--- src/rtl/hazard_scoreboard_pkg.sv ---
// ---------------------------------------------------------------------------
// ControlTypeDefs
// Shared pipeline-control types: the instruction class carried by each
// pipeline stage and the encodings of the ALU operand forward selects.
// ---------------------------------------------------------------------------
package ControlTypeDefs;

  typedef enum logic [2:0] {
    ALU    = 3'd0,
    LOAD   = 3'd1,
    STORE  = 3'd2,
    BRANCH = 3'd3,
    JUMP   = 3'd4,
    UPPER  = 3'd5,
    SYSTEM = 3'd6
  } InstructionTypes;

  localparam logic [1:0] FWD_RF   = 2'd0;
  localparam logic [1:0] FWD_MEM  = 2'd1;
  localparam logic [1:0] FWD_WB   = 2'd2;
  localparam logic [1:0] FWD_LONG = 2'd3;

endpackage

--- src/rtl/hazard_scoreboard_if.sv ---
// ---------------------------------------------------------------------------
// hazard_scoreboard_if
// Bundles every pipeline-facing signal of the hazard scoreboard.
//   master : pipeline side, drives the i* stage information, reads o* controls
//   slave  : hazard_scoreboard, reads the i* signals, drives o* controls
// Parameters: REG_AW register address width, CNT_W long-op counter width.
// ---------------------------------------------------------------------------
interface hazard_scoreboard_if #(
  parameter int REG_AW = 5,
  parameter int CNT_W  = 2
);
  import ControlTypeDefs::*;

  InstructionTypes    iInstructionTypeD;
  InstructionTypes    iInstructionTypeE;
  InstructionTypes    iInstructionTypeM;
  logic               iJalrD;
  logic               iLongOpD;
  logic               iLongOpE;
  logic [REG_AW-1:0]  iSrcReg1D;
  logic [REG_AW-1:0]  iSrcReg2D;
  logic [REG_AW-1:0]  iDestRegD;
  logic [REG_AW-1:0]  iSrcReg1E;
  logic [REG_AW-1:0]  iSrcReg2E;
  logic [REG_AW-1:0]  iDestRegE;
  logic               iRegWriteEnE;
  logic               iRegWriteEnM;
  logic               iRegWriteEnW;
  logic [REG_AW-1:0]  iDestRegM;
  logic [REG_AW-1:0]  iDestRegW;
  logic               iLongWbValid;
  logic [REG_AW-1:0]  iLongWbReg;
  logic               iMemBusy;
  logic               iRedirectE;

  logic [1:0]         oForwardAluOp1E;
  logic [1:0]         oForwardAluOp2E;
  logic               oForwardCompOp1D;
  logic               oForwardCompOp2D;
  logic               oStallF;
  logic               oStallD;
  logic               oStallE;
  logic               oStallM;
  logic               oFlushD;
  logic               oFlushE;
  logic [CNT_W-1:0]   oLongCount;
  logic               oScoreErr;

  modport master (
    output iInstructionTypeD, iInstructionTypeE, iInstructionTypeM, iJalrD,
           iLongOpD, iLongOpE, iSrcReg1D, iSrcReg2D, iDestRegD,
           iSrcReg1E, iSrcReg2E, iDestRegE, iRegWriteEnE, iRegWriteEnM,
           iRegWriteEnW, iDestRegM, iDestRegW, iLongWbValid, iLongWbReg,
           iMemBusy, iRedirectE,
    input  oForwardAluOp1E, oForwardAluOp2E, oForwardCompOp1D,
           oForwardCompOp2D, oStallF, oStallD, oStallE, oStallM,
           oFlushD, oFlushE, oLongCount, oScoreErr
  );

  modport slave (
    input  iInstructionTypeD, iInstructionTypeE, iInstructionTypeM, iJalrD,
           iLongOpD, iLongOpE, iSrcReg1D, iSrcReg2D, iDestRegD,
           iSrcReg1E, iSrcReg2E, iDestRegE, iRegWriteEnE, iRegWriteEnM,
           iRegWriteEnW, iDestRegM, iDestRegW, iLongWbValid, iLongWbReg,
           iMemBusy, iRedirectE,
    output oForwardAluOp1E, oForwardAluOp2E, oForwardCompOp1D,
           oForwardCompOp2D, oStallF, oStallD, oStallE, oStallM,
           oFlushD, oFlushE, oLongCount, oScoreErr
  );

endinterface

--- src/rtl/hazard_scoreboard_long_scoreboard.sv ---
// ---------------------------------------------------------------------------
// long_scoreboard
// Busy-bit register scoreboard for multi-cycle (MUL/DIV) results that retire
// out of order.
//   clk, rst       clock, asynchronous active-high reset
//   issue_valid    long op leaves E this cycle; issue_reg is its destination
//   retire_valid   long unit writes back this cycle; retire_reg is the target
//   rd_addr[2:0]   three lookup addresses, rd_busy[2:0] their busy bits
//   count          in-flight long operations
//   full/near_full count == MAX_LONG / count == MAX_LONG-1
//   err            sticky: retire of a non-busy register or counter underflow
// ---------------------------------------------------------------------------
module long_scoreboard #(
  parameter int NUM_REGS = 32,
  parameter int REG_AW   = 5,
  parameter int MAX_LONG = 2,
  parameter int CNT_W    = $clog2(MAX_LONG + 1)
) (
  input  logic                   clk,
  input  logic                   rst,
  input  logic                   issue_valid,
  input  logic [REG_AW-1:0]      issue_reg,
  input  logic                   retire_valid,
  input  logic [REG_AW-1:0]      retire_reg,
  input  logic [2:0][REG_AW-1:0] rd_addr,
  output logic [2:0]             rd_busy,
  output logic [CNT_W-1:0]       count,
  output logic                   full,
  output logic                   near_full,
  output logic                   err
);

  logic [NUM_REGS-1:0] busy_q, busy_d;
  logic [CNT_W-1:0]    count_q, count_d;
  logic                err_q, err_d;
  logic                issue_fire;
  logic                retire_ok;
  logic                retire_bad;

  // x0 is hard-wired zero and never tracked.
  assign issue_fire = issue_valid && (issue_reg != '0);
  assign retire_ok  = retire_valid && busy_q[retire_reg] && (count_q != '0);
  assign retire_bad = retire_valid && !retire_ok;

  always_comb begin
    busy_d = busy_q;
    // Clear before set so a same-register issue and retire leaves it busy.
    if (retire_valid) busy_d[retire_reg] = 1'b0;
    if (issue_fire)   busy_d[issue_reg]  = 1'b1;
    busy_d[0] = 1'b0;

    count_d = count_q;
    case ({issue_fire, retire_ok})
      2'b10:   count_d = count_q + CNT_W'(1);
      2'b01:   count_d = count_q - CNT_W'(1);
      default: count_d = count_q;
    endcase

    err_d = err_q || retire_bad;
  end

  always_ff @(posedge clk or posedge rst) begin
    if (rst) begin
      busy_q  <= '0;
      count_q <= '0;
      err_q   <= 1'b0;
    end else begin
      busy_q  <= busy_d;
      count_q <= count_d;
      err_q   <= err_d;
    end
  end

  always_comb begin
    for (int i = 0; i < 3; i++) rd_busy[i] = busy_q[rd_addr[i]];
  end

  assign count     = count_q;
  assign full      = (count_q == CNT_W'(MAX_LONG));
  assign near_full = (count_q == CNT_W'(MAX_LONG - 1));
  assign err       = err_q;

endmodule

--- src/rtl/hazard_scoreboard.sv ---
// ---------------------------------------------------------------------------
// hazard_scoreboard
// Hazard unit for the 5-stage pipeline: long-op scoreboard stalls, load-use
// and branch-compare interlocks, ALU/comparator forwarding, memory-wait
// freeze and redirect flushes.
//   iClk, iRst  clock, asynchronous active-high reset
//   hz          hazard_scoreboard_if.slave: per-stage instruction info in,
//               stall/flush/forward controls, long-op count and error out
// Only the scoreboard holds state; every other output is combinational.
// ---------------------------------------------------------------------------
module hazard_scoreboard
  import ControlTypeDefs::*;
#(
  parameter int NUM_REGS = 32,
  parameter int REG_AW   = 5,
  parameter int MAX_LONG = 2,
  parameter int CNT_W    = $clog2(MAX_LONG + 1)
) (
  input logic               iClk,
  input logic               iRst,
  hazard_scoreboard_if.slave hz
);

  // ALU operand source: M beats the long bus, which beats W.
  function automatic logic [1:0] alu_fwd(
    input logic [REG_AW-1:0] src,
    input logic              m_we,
    input logic [REG_AW-1:0] m_rd,
    input logic              l_v,
    input logic [REG_AW-1:0] l_rd,
    input logic              w_we,
    input logic [REG_AW-1:0] w_rd
  );
    if (src == '0)                  return FWD_RF;
    else if (m_we && (m_rd == src)) return FWD_MEM;
    else if (l_v && (l_rd == src))  return FWD_LONG;
    else if (w_we && (w_rd == src)) return FWD_WB;
    else                            return FWD_RF;
  endfunction

  logic [2:0]       sb_busy;
  logic [CNT_W-1:0] sb_count;
  logic             sb_full, sb_near_full, sb_err;
  logic             long_issue;

  // Memory wait freezes E, so a long op cannot leave E while it is held.
  assign long_issue = hz.iLongOpE && (hz.iDestRegE != '0) && !hz.iMemBusy;

  long_scoreboard #(
    .NUM_REGS (NUM_REGS),
    .REG_AW   (REG_AW),
    .MAX_LONG (MAX_LONG),
    .CNT_W    (CNT_W)
  ) u_long_scoreboard (
    .clk          (iClk),
    .rst          (iRst),
    .issue_valid  (long_issue),
    .issue_reg    (hz.iDestRegE),
    .retire_valid (hz.iLongWbValid),
    .retire_reg   (hz.iLongWbReg),
    .rd_addr      ({hz.iDestRegD, hz.iSrcReg2D, hz.iSrcReg1D}),
    .rd_busy      (sb_busy),
    .count        (sb_count),
    .full         (sb_full),
    .near_full    (sb_near_full),
    .err          (sb_err)
  );

  logic wb_hit1, wb_hit2;
  logic sb_stall, load_use;
  logic is_br, cmp1_use, cmp2_use, e_wr, m_wr;
  logic cmp1_e, cmp2_e, cmp1_m, cmp2_m, br_stall;
  logic d_stall;

  always_comb begin
    // A result written back this cycle is visible to decode (write-first RF).
    wb_hit1  = hz.iLongWbValid && (hz.iLongWbReg == hz.iSrcReg1D);
    wb_hit2  = hz.iLongWbValid && (hz.iLongWbReg == hz.iSrcReg2D);
    sb_stall = (sb_busy[0] && !wb_hit1) || (sb_busy[1] && !wb_hit2) ||
               sb_busy[2] ||
               (hz.iLongOpD && (sb_full || (sb_near_full && long_issue)));

    load_use = (hz.iInstructionTypeE == LOAD) && (hz.iDestRegE != '0) &&
               ((hz.iDestRegE == hz.iSrcReg1D) || (hz.iDestRegE == hz.iSrcReg2D));

    // JALR compares only rs1; a branch compares both sources.
    is_br    = (hz.iInstructionTypeD == BRANCH) || hz.iJalrD;
    cmp1_use = is_br && (hz.iSrcReg1D != '0);
    cmp2_use = (hz.iInstructionTypeD == BRANCH) && (hz.iSrcReg2D != '0);
    e_wr     = hz.iRegWriteEnE && (hz.iDestRegE != '0);
    m_wr     = hz.iRegWriteEnM && (hz.iDestRegM != '0);
    cmp1_e   = cmp1_use && e_wr && (hz.iSrcReg1D == hz.iDestRegE);
    cmp2_e   = cmp2_use && e_wr && (hz.iSrcReg2D == hz.iDestRegE);
    cmp1_m   = cmp1_use && m_wr && (hz.iSrcReg1D == hz.iDestRegM);
    cmp2_m   = cmp2_use && m_wr && (hz.iSrcReg2D == hz.iDestRegM);
    br_stall = cmp1_e || cmp2_e ||
               ((hz.iInstructionTypeM == LOAD) && (cmp1_m || cmp2_m));

    d_stall  = sb_stall || load_use || br_stall;

    hz.oForwardCompOp1D = cmp1_m && !br_stall;
    hz.oForwardCompOp2D = cmp2_m && !br_stall;

    // Memory wait dominates; a redirect discards D so its stalls are moot.
    if (hz.iMemBusy) begin
      hz.oStallF = 1'b1;
      hz.oStallD = 1'b1;
      hz.oStallE = 1'b1;
      hz.oStallM = 1'b1;
      hz.oFlushD = 1'b0;
      hz.oFlushE = 1'b0;
    end else if (hz.iRedirectE) begin
      hz.oStallF = 1'b0;
      hz.oStallD = 1'b0;
      hz.oStallE = 1'b0;
      hz.oStallM = 1'b0;
      hz.oFlushD = 1'b1;
      hz.oFlushE = 1'b1;
    end else begin
      hz.oStallF = d_stall;
      hz.oStallD = d_stall;
      hz.oStallE = 1'b0;
      hz.oStallM = 1'b0;
      hz.oFlushD = 1'b0;
      hz.oFlushE = d_stall;
    end

    hz.oForwardAluOp1E = alu_fwd(hz.iSrcReg1E, hz.iRegWriteEnM, hz.iDestRegM,
                                 hz.iLongWbValid, hz.iLongWbReg,
                                 hz.iRegWriteEnW, hz.iDestRegW);
    hz.oForwardAluOp2E = alu_fwd(hz.iSrcReg2E, hz.iRegWriteEnM, hz.iDestRegM,
                                 hz.iLongWbValid, hz.iLongWbReg,
                                 hz.iRegWriteEnW, hz.iDestRegW);
  end

  assign hz.oLongCount = sb_count;
  assign hz.oScoreErr  = sb_err;

endmodule

--- src/flat_wrapper.sv ---
// flat-port wrapper written by rule: the top's interface ports become plain ports
module hazard_scoreboard_flat import ControlTypeDefs::*;
#(
  parameter int NUM_REGS = 32,
  parameter int REG_AW   = 5,
  parameter int MAX_LONG = 2,
  parameter int CNT_W    = $clog2(MAX_LONG + 1)
)
  (iClk, iRst, hz_iInstructionTypeD, hz_iInstructionTypeE, hz_iInstructionTypeM, hz_iJalrD, hz_iLongOpD, hz_iLongOpE, hz_iSrcReg1D, hz_iSrcReg2D, hz_iDestRegD, hz_iSrcReg1E, hz_iSrcReg2E, hz_iDestRegE, hz_iRegWriteEnE, hz_iRegWriteEnM, hz_iRegWriteEnW, hz_iDestRegM, hz_iDestRegW, hz_iLongWbValid, hz_iLongWbReg, hz_iMemBusy, hz_iRedirectE, hz_oForwardAluOp1E, hz_oForwardAluOp2E, hz_oForwardCompOp1D, hz_oForwardCompOp2D, hz_oStallF, hz_oStallD, hz_oStallE, hz_oStallM, hz_oFlushD, hz_oFlushE, hz_oLongCount, hz_oScoreErr);
  hazard_scoreboard_if #(.REG_AW(REG_AW), .CNT_W(CNT_W)) hz_i ();
  input logic iClk;
  input logic iRst;
  input wire logic [$bits(hz_i.iInstructionTypeD)-1:0] hz_iInstructionTypeD;
  input wire logic [$bits(hz_i.iInstructionTypeE)-1:0] hz_iInstructionTypeE;
  input wire logic [$bits(hz_i.iInstructionTypeM)-1:0] hz_iInstructionTypeM;
  input wire logic [$bits(hz_i.iJalrD)-1:0] hz_iJalrD;
  input wire logic [$bits(hz_i.iLongOpD)-1:0] hz_iLongOpD;
  input wire logic [$bits(hz_i.iLongOpE)-1:0] hz_iLongOpE;
  input wire logic [$bits(hz_i.iSrcReg1D)-1:0] hz_iSrcReg1D;
  input wire logic [$bits(hz_i.iSrcReg2D)-1:0] hz_iSrcReg2D;
  input wire logic [$bits(hz_i.iDestRegD)-1:0] hz_iDestRegD;
  input wire logic [$bits(hz_i.iSrcReg1E)-1:0] hz_iSrcReg1E;
  input wire logic [$bits(hz_i.iSrcReg2E)-1:0] hz_iSrcReg2E;
  input wire logic [$bits(hz_i.iDestRegE)-1:0] hz_iDestRegE;
  input wire logic [$bits(hz_i.iRegWriteEnE)-1:0] hz_iRegWriteEnE;
  input wire logic [$bits(hz_i.iRegWriteEnM)-1:0] hz_iRegWriteEnM;
  input wire logic [$bits(hz_i.iRegWriteEnW)-1:0] hz_iRegWriteEnW;
  input wire logic [$bits(hz_i.iDestRegM)-1:0] hz_iDestRegM;
  input wire logic [$bits(hz_i.iDestRegW)-1:0] hz_iDestRegW;
  input wire logic [$bits(hz_i.iLongWbValid)-1:0] hz_iLongWbValid;
  input wire logic [$bits(hz_i.iLongWbReg)-1:0] hz_iLongWbReg;
  input wire logic [$bits(hz_i.iMemBusy)-1:0] hz_iMemBusy;
  input wire logic [$bits(hz_i.iRedirectE)-1:0] hz_iRedirectE;
  output wire logic [$bits(hz_i.oForwardAluOp1E)-1:0] hz_oForwardAluOp1E;
  output wire logic [$bits(hz_i.oForwardAluOp2E)-1:0] hz_oForwardAluOp2E;
  output wire logic [$bits(hz_i.oForwardCompOp1D)-1:0] hz_oForwardCompOp1D;
  output wire logic [$bits(hz_i.oForwardCompOp2D)-1:0] hz_oForwardCompOp2D;
  output wire logic [$bits(hz_i.oStallF)-1:0] hz_oStallF;
  output wire logic [$bits(hz_i.oStallD)-1:0] hz_oStallD;
  output wire logic [$bits(hz_i.oStallE)-1:0] hz_oStallE;
  output wire logic [$bits(hz_i.oStallM)-1:0] hz_oStallM;
  output wire logic [$bits(hz_i.oFlushD)-1:0] hz_oFlushD;
  output wire logic [$bits(hz_i.oFlushE)-1:0] hz_oFlushE;
  output wire logic [$bits(hz_i.oLongCount)-1:0] hz_oLongCount;
  output wire logic [$bits(hz_i.oScoreErr)-1:0] hz_oScoreErr;
  assign hz_i.iInstructionTypeD = hz_iInstructionTypeD;
  assign hz_i.iInstructionTypeE = hz_iInstructionTypeE;
  assign hz_i.iInstructionTypeM = hz_iInstructionTypeM;
  assign hz_i.iJalrD = hz_iJalrD;
  assign hz_i.iLongOpD = hz_iLongOpD;
  assign hz_i.iLongOpE = hz_iLongOpE;
  assign hz_i.iSrcReg1D = hz_iSrcReg1D;
  assign hz_i.iSrcReg2D = hz_iSrcReg2D;
  assign hz_i.iDestRegD = hz_iDestRegD;
  assign hz_i.iSrcReg1E = hz_iSrcReg1E;
  assign hz_i.iSrcReg2E = hz_iSrcReg2E;
  assign hz_i.iDestRegE = hz_iDestRegE;
  assign hz_i.iRegWriteEnE = hz_iRegWriteEnE;
  assign hz_i.iRegWriteEnM = hz_iRegWriteEnM;
  assign hz_i.iRegWriteEnW = hz_iRegWriteEnW;
  assign hz_i.iDestRegM = hz_iDestRegM;
  assign hz_i.iDestRegW = hz_iDestRegW;
  assign hz_i.iLongWbValid = hz_iLongWbValid;
  assign hz_i.iLongWbReg = hz_iLongWbReg;
  assign hz_i.iMemBusy = hz_iMemBusy;
  assign hz_i.iRedirectE = hz_iRedirectE;
  assign hz_oForwardAluOp1E = hz_i.oForwardAluOp1E;
  assign hz_oForwardAluOp2E = hz_i.oForwardAluOp2E;
  assign hz_oForwardCompOp1D = hz_i.oForwardCompOp1D;
  assign hz_oForwardCompOp2D = hz_i.oForwardCompOp2D;
  assign hz_oStallF = hz_i.oStallF;
  assign hz_oStallD = hz_i.oStallD;
  assign hz_oStallE = hz_i.oStallE;
  assign hz_oStallM = hz_i.oStallM;
  assign hz_oFlushD = hz_i.oFlushD;
  assign hz_oFlushE = hz_i.oFlushE;
  assign hz_oLongCount = hz_i.oLongCount;
  assign hz_oScoreErr = hz_i.oScoreErr;
  hazard_scoreboard #(.NUM_REGS(NUM_REGS), .REG_AW(REG_AW), .MAX_LONG(MAX_LONG), .CNT_W(CNT_W)) u_core (.iClk(iClk), .iRst(iRst), .hz(hz_i));
endmodule
--- config.mk ---
export PLATFORM = sky130hd
export DESIGN_NAME = hazard_scoreboard_flat
export DESIGN_NICKNAME = d
export VERILOG_FILES = /design/src/rtl/hazard_scoreboard_pkg.sv /design/src/rtl/hazard_scoreboard_if.sv /design/src/rtl/hazard_scoreboard_long_scoreboard.sv /design/src/rtl/hazard_scoreboard.sv /design/src/flat_wrapper.sv
export SDC_FILE = /design/constraint.sdc
export NUM_CORES = 1
export LEC_CHECK = 0
export ABC_AREA = 1
export ABC_CLOCK_PERIOD_IN_PS = 1600
export CORE_MARGIN = 8
export CORE_UTILIZATION = 32
export CTS_BUF_LIST = sky130_fd_sc_hd__clkbuf_2
export DETAILED_ROUTE_END_ITERATION = 16
export PLACE_DENSITY = 0.63
export SLEW_MARGIN = 10
export SYNTH_ARGS = -nofsm -noshare
export SYNTH_HDL_FRONTEND = slang
export SYNTH_SLANG_ARGS = --single-unit
--- constraint.sdc ---
create_clock -name iClk -period 1.6 [get_ports iClk]
set_input_delay 0.24 -clock iClk [delete_from_list [all_inputs] [get_ports iClk]]
set_output_delay 0.24 -clock iClk [all_outputs]
set_load 0.1 [all_outputs]
==> reports/metrics.yaml, run 1 <==
timing:
  min_period_over_period: 1.43
  max_freq_mhz: 436
  final-setup-viol-count: 12
  fin_ws_ns: -0.693
  hold_viol_final: 0
  rsz0062_at_grt: "true"
  setup_tns_ns: -3.43
  tightest_slew_ns: 0.535
  finClkSkew_ns: 0.0248
  whs_ns: 0.169
  fin_crit_ns: 2.29
  finalMaxSlewViolations: 0
  max_slew_margin: 0.640
placed_design:
  placed_area_um2: 6250
  gp_congestion: 1.06
  preCtsSetupSlack_ns: -0.825
  port-buffer-count: 79
  dp_hpwl_mm: 14.2
  place_inst: 1022
finish:
  fin_nets: 979
  fin_area_um2: 6910
  final_cell_mix: "178 x nand2_1, 138 x buf_4, 73 x o21ai_0, 70 x nand3_1, 60 x inv_1"
  fin_util: 0.577
  drive_above_1_share: 0.391
  areaGrowthSynthToFinish_pct: 76.8
  stdcell_count: 1059
  mostFrequentLayoutCell: "nand2_1"
global_route:
  grt_max_degree: 35
  globalRouteOverflowTotal: 0
  track_usage: 0.226
  antenna_found_initial: 1
  grt_first_pass_wirelength_mm: 29.4
  grt_pass1_vias: 5633
critical_path:
  crit_path_start_kind: "register"
  end_kind: "primary output"
  critPathKind: "register to primary output"
  arrival_ns: 2.05
  crit_required_ns: 1.36
  path_max_fanout: 4
  r2r-start: "u_core.u_long_scoreboard.busy_q[29]"
  critical_path.startpoint: "u_core.u_long_scoreboard.busy_q[30]"
clock_tree:
  cts_tree: "done"
  clk_pin_slew_ns: 0.20
  cts_sinks: 34
  cts_root_buffer: "clkbuf_2"
  cts_buffer_depth: 2
  cts_buffers: 5
  clk_latency_ns: 0.38
  h-tree-depth: 2
  hold_buffers: 0
flow_run:
  drv_cap: 0
detailed_routing:
  first_iter_violations: 521
  post_drt_wl_per_cell_um: 17.7
  drc: 0
  drt-total-wl_mm: 18.7
  vias_per_cell: 5.36
  detail-route-antenna-nets: 0
  vias: 5678
  dr.pass1.iters: 5
synthesis:
  syn-num-nets: 753
  syn_avg_cell_area_um2: 5.71
  syn-cell-area_um2: 3910
  yosysWarnings: 0
  synth_seq_cells: 34
  syn_inst: 684
  yosysSeqAreaShare: 0.218
  ys_types: 31
floorplan:
  io-pin-count: 80
  core_area_um2: 12000
  die_x_um: 127
  fp.dieH_um: 127
  die_area_um2: 16000
  placementRows: 40
  initial_utilization: 0.327
power:
  cellPowerDensity_nw_per_um2: 691
  power.total_mw: 4.77
  vdd_drop_max_mv: 1.01
  p_leak_nw: 3.34
outcome:
  violations: "setup timing"
  status: "complete, but fails checks"
hold_path:
  hold_class: "input port to asynchronous set/reset pin"
[Yosys cell counts]
library cell  number  area share
nand2_1          202        0.19
inv_1             91       0.087
nand3_1           79        0.10
o21ai_0           75       0.096
nor2_1            43       0.041
dfrtp_1           34        0.22
o22ai_1           21       0.034
a21oi_1           19       0.024
buf_2             19       0.024
nor3_1            16       0.020
o211ai_1          14       0.027
inv_2             12       0.012
xnor2_1           12       0.027
a221oi_1          10       0.022
o21ai_1            6      0.0077
buf_4              5      0.0096
ha_1               4       0.013
nand4_1            4      0.0064
a21boi_0           2      0.0038
nand2_2            2      0.0032
nor4_1             2      0.0032
o21bai_1           2      0.0038
xor2_1             2      0.0045
buf_6              1      0.0029
clkbuf_1           1     0.00096
clkbuf_2           1      0.0013
nand3_2            1      0.0026
nor2_2             1      0.0016
nor2_4             1      0.0029
o2111ai_1          1      0.0022
o221ai_1           1      0.0022
[flip-flops by register name (all words and copies together) (netlist names)]
signal	cells
u_core.u_long_scoreboard.err	1
u_core.u_long_scoreboard.count	2
u_core.u_long_scoreboard.busy_q	31
[critical path, stage by stage (launching register included)]
cell	delay (ns)
dfrtp_1	0.43
inv_2	0.15
buf_4	0.13
nand2_1	0.04
nand3_1	0.07
nand3_1	0.09
nand2_1	0.07
nand3_1	0.08
nand3_2	0.09
nand2_1	0.05
inv_1	0.06
nand2_2	0.08
nand2_4	0.10
nand2_8	0.06
buf_12	0.17
[per-layer routing]
layer  routed length [µm]  vias to the layer above  GRT usage
met1                 7710                     2653      0.281
met2                 9230                      261      0.400
met3                 1350                       47     0.0209
met4                  422                        0     0.0701
met5                    0                        -          0
li1                     -                     2717          -
[power breakdown]
group | leakage, nW | internal [mW] | switching, mW
sequential | 0.425 | 1.05 | 0.204
combinational | 2.87 | 1.25 | 1.53
clock | 0.0532 | 0.424 | 0.313
total | 3.34 | 2.72 | 2.05
[final timing paths]
check | end | slack (ns) | cells after the start
min | u_core.u_long_scoreboard.busy_q[14] | 0.17 | 3
max in group asynchronous | u_core.u_long_scoreboard.count[0] | 1.20 | 3
max | hz_oStallD | -0.69 | 14
min in group iClk | u_core.u_long_scoreboard.busy_q[7] | 0.37 | 4
max reg2reg | u_core.u_long_scoreboard.count[1] | -0.33 | 14
min reg2reg | u_core.u_long_scoreboard.busy_q[21] | 0.55 | 2
[kinds of logic (layout without fill, tap and decap cells)]
| logic type | Yosys count | count (layout) | share of synthesized area |
|---|---|---|---|
| AND/OR/NAND/NOR | 351 | 351 | 0.377 |
| other | 0 | 1 | 0 |
| buffers and inverters | 130 | 357 | 0.138 |
| XOR/XNOR | 14 | 14 | 0.0314 |
| AO/OA/AOI/OAI | 151 | 151 | 0.223 |
| adder cells (fa/ha/maj) | 4 | 4 | 0.0128 |
| flip-flops | 34 | 34 | 0.218 |
[cell type report]
class	count	area, µm²
Fill cell	1119	5050
Multi-Input combinational cell	520	3030
Timing Repair Buffer	246	2310
Sequential cell	34	866
Inverter	103	427
Tap cell	147	184
Clock inverter	3	68.8
Clock buffer	5	25.0
Antenna cell	1	2.50
[timing repair]
item,CTS,global route
cloned,2,0
setup endpoints to repair,12,12
setup buffers,23,11
gates resized for setup,218,82
pin swaps,54,37
Note: power is estimated with default switching activity, not from simulation.
==> inputs of run 2 (changes only) <==
--- a/config.mk
+++ b/config.mk
@@ -6,7 +6,7 @@
 export NUM_CORES = 1
 export LEC_CHECK = 0
 export ABC_AREA = 1
-export ABC_CLOCK_PERIOD_IN_PS = 1600
+export ABC_CLOCK_PERIOD_IN_PS = 2000
 export CORE_MARGIN = 8
 export CORE_UTILIZATION = 32
 export CTS_BUF_LIST = sky130_fd_sc_hd__clkbuf_2
==> constraint.sdc (replaced) <==
create_clock -name iClk -period 2 [get_ports iClk]
set_input_delay 0.3 -clock iClk [delete_from_list [all_inputs] [get_ports iClk]]
set_output_delay 0.3 -clock iClk [all_outputs]
set_load 0.1 [all_outputs]
==> run 2 against run 1 <==
Compared with the run above:
- the flow still finishes with violations (setup timing)
- power is 28% lower
- hold slack better by 0.12 ns
- register-to-register slack better by 0.43 ns
- via count is 2.9% lower
- first-iteration DRC count is 17% lower
- largest power group unchanged
==> reports/metrics.yaml, run 2 (same netlist as run 1, synthesis figures left out) <==
outcome:
  status: "complete, but fails checks"
  violations: "setup timing"
timing:
  fin_crit_ns: 2.34
  tightest_slew_ns: 0.565
  rsz0062_at_grt: "true"
  max_freq_mhz: 428
  max_slew_margin: 0.620
  hold_viol_final: 0
  min_period_over_period: 1.17
  final-setup-viol-count: 4
  finClkSkew_ns: 0.0187
  finalMaxSlewViolations: 0
  fin_ws_ns: -0.337
clock_tree:
  cts_buffer_depth: 2
  hold_buffers: 0
  cts_buffers: 5
  clk_latency_ns: 0.37
  cts_sinks: 34
  cts_root_buffer: "clkbuf_2"
  clk_pin_slew_ns: 0.20
  cts_tree: "done"
  h-tree-depth: 2
critical_path:
  path_cells: "o211ai_1 -> nand3_1 -> nand3_1 -> nand2_1 -> nand2_1 -> nand2_2 -> nor2_4 -> nand2_4 -> nand2_4 -> nand2_8 -> buf_12"
  worst-r2r-cell-count: 12
  cp_top_family: "simple AND/OR/NAND/NOR gates"
  worst_path_max_delay_cell: "dfrtp_2"
  ff2ff_setup_slack_ns: 0.10
  r2r-start: "u_core.u_long_scoreboard.busy_q[18]"
  path_max_fanout: 5
  cpPeakStageDelay_ns: 0.53
  worst-path-buf-inv: 1
  crit_required_ns: 1.70
  r2r_end: "u_core.u_long_scoreboard.count[1]"
  critPathKind: "register to primary output"
  arrival_ns: 2.04
  crit_path_start_kind: "register"
  end_kind: "primary output"
detailed_routing:
  vias: 5511
  first_iter_violations: 433
  vias_per_cell: 5.38
  top_layer: "met4"
  route.met2.wl_mm: 8.93
  met3_wirelength_mm: 1.42
  drt-total-wl_mm: 18.8
  post_drt_wl_per_cell_um: 18.3
  dr.pass1.iters: 5
  m1WireLength_mm: 8.04
  drc: 0
  detail-route-antenna-nets: 0
placed_design:
  gp_congestion: 1.01
  preCtsSetupSlack_ns: -0.564
  dp_hpwl_mm: 14.8
  place_inst: 993
  port-buffer-count: 79
  placed_area_um2: 5880
floorplan:
  core_area_um2: 12000
  io-pin-count: 80
  die_x_um: 127
  die_area_um2: 16000
  placementRows: 40
  initial_utilization: 0.327
  fp.dieH_um: 127
global_route:
  globalRouteOverflowTotal: 0
  grt_max_degree: 35
  track_usage: 0.229
  grt_first_pass_wirelength_mm: 29.6
  grt_pass1_vias: 5406
  antenna_found_initial: 0
finish:
  fin_nets: 945
  largest_register_ffs: 31
  stdcell_count: 1024
  top_register: "u_core.u_long_scoreboard.busy_q"
  areaGrowthSynthToFinish_pct: 64.5
  drive_above_1_share: 0.341
  fin_util: 0.537
  final_cell_mix: "188 x nand2_1, 117 x buf_4, 72 x nand3_1, 72 x o21ai_0, 56 x inv_1"
  mostFrequentLayoutCell: "nand2_1"
  fin_area_um2: 6430
  diodes: 0
hold_path:
  hold_class: "input port to asynchronous set/reset pin"
power:
  cellPowerDensity_nw_per_um2: 531
  vdd_drop_max_mv: 0.677
  power.total_mw: 3.41
  p_leak_nw: 3.11
flow_run:
  drv_cap: 0
==> run 2: changes by cell type in the layout (fill, tap and decap cells not counted), sizes merged <==
cell           previous run  this run
clkinv                    2         0
clkdlybuf4s15             1         5
dlymetal6s2s              1         3
buf                     207       160
clkbuf                   14        11
clkdlybuf4s50            16        17
bufinv                    2         1
dlygate4sd2              10        19
clkinvlp                  0         2
inv                     102       103
diode                     1         0
==> run 2: timing repair <==
item | in CTS | in global routing
endpoints found under the setup margin | 11 | 11
setup buffers | 20 | 3
resized for setup | 205 | 35
gates cloned | 2 | 0
pin swaps | 49 | 16
==> run 2: area by class of cell <==
class                      instances  area, µm²
multi-input combinational        520       2940
inverter                         103        402
clock buffer                       5       25.0
tap                              147        184
fill                            1187       5530
sequential                        34        868
timing repair buffer             212       1960
clock inverter                     3       45.0
==> run 2: stage by stage <==
step           setup TNS (ns)  hold slack, ns
2_1_floorplan          -0.517           0.442
3_3_place_gp            -5.14           0.473
3_5_place_dp            -5.02           0.468
4_1_cts                -0.897           0.286
5_1_grt                 -1.78           0.304
6_report                -1.02           0.286
==> run 2: worst max path at each step <==
stage | endpoint | startpoint | depth (start not counted)
after floorplan | hz_oForwardCompOp2D | hz_iDestRegM[0] | 10
after global placement | hz_oStallF | hz_iSrcReg1D[2] | 14
after detailed placement | hz_oStallD | hz_iSrcReg1D[2] | 14
after CTS | hz_oFlushE | u_core.u_long_scoreboard.busy_q[3] | 14
after global routing | hz_oStallF | u_core.u_long_scoreboard.busy_q[19] | 13
final | hz_oStallD | u_core.u_long_scoreboard.busy_q[16] | 11
==> run 2: where the power goes <==
group	total [mW]	internal, mW	leakage (nW)	switching, mW
combinational	1.92	0.776	2.66	1.14
clock	0.451	0.210	0.0352	0.241
sequential	1.04	0.841	0.422	0.200
total	3.41	1.83	3.11	1.59
==> run 2: routing by layer <==
metal,vias to the layer above,global-route usage
met5,-,0
met4,0,0.0602
met3,34,0.0331
met2,257,0.386
met1,2569,0.298
li1,2651,-
==> run 2: worst register-to-register path, cell delays in order (launching register included) <==
cell     delay, ns
dfrtp_1       0.49
inv_2         0.14
buf_4         0.13
o22ai_1       0.08
o21ai_1       0.17
nand2_1       0.07
nor2_1        0.11
nand2_2       0.10
nand2_1       0.08
inv_2         0.05
ha_4          0.15
xnor2_1       0.15
o21ai_1       0.07
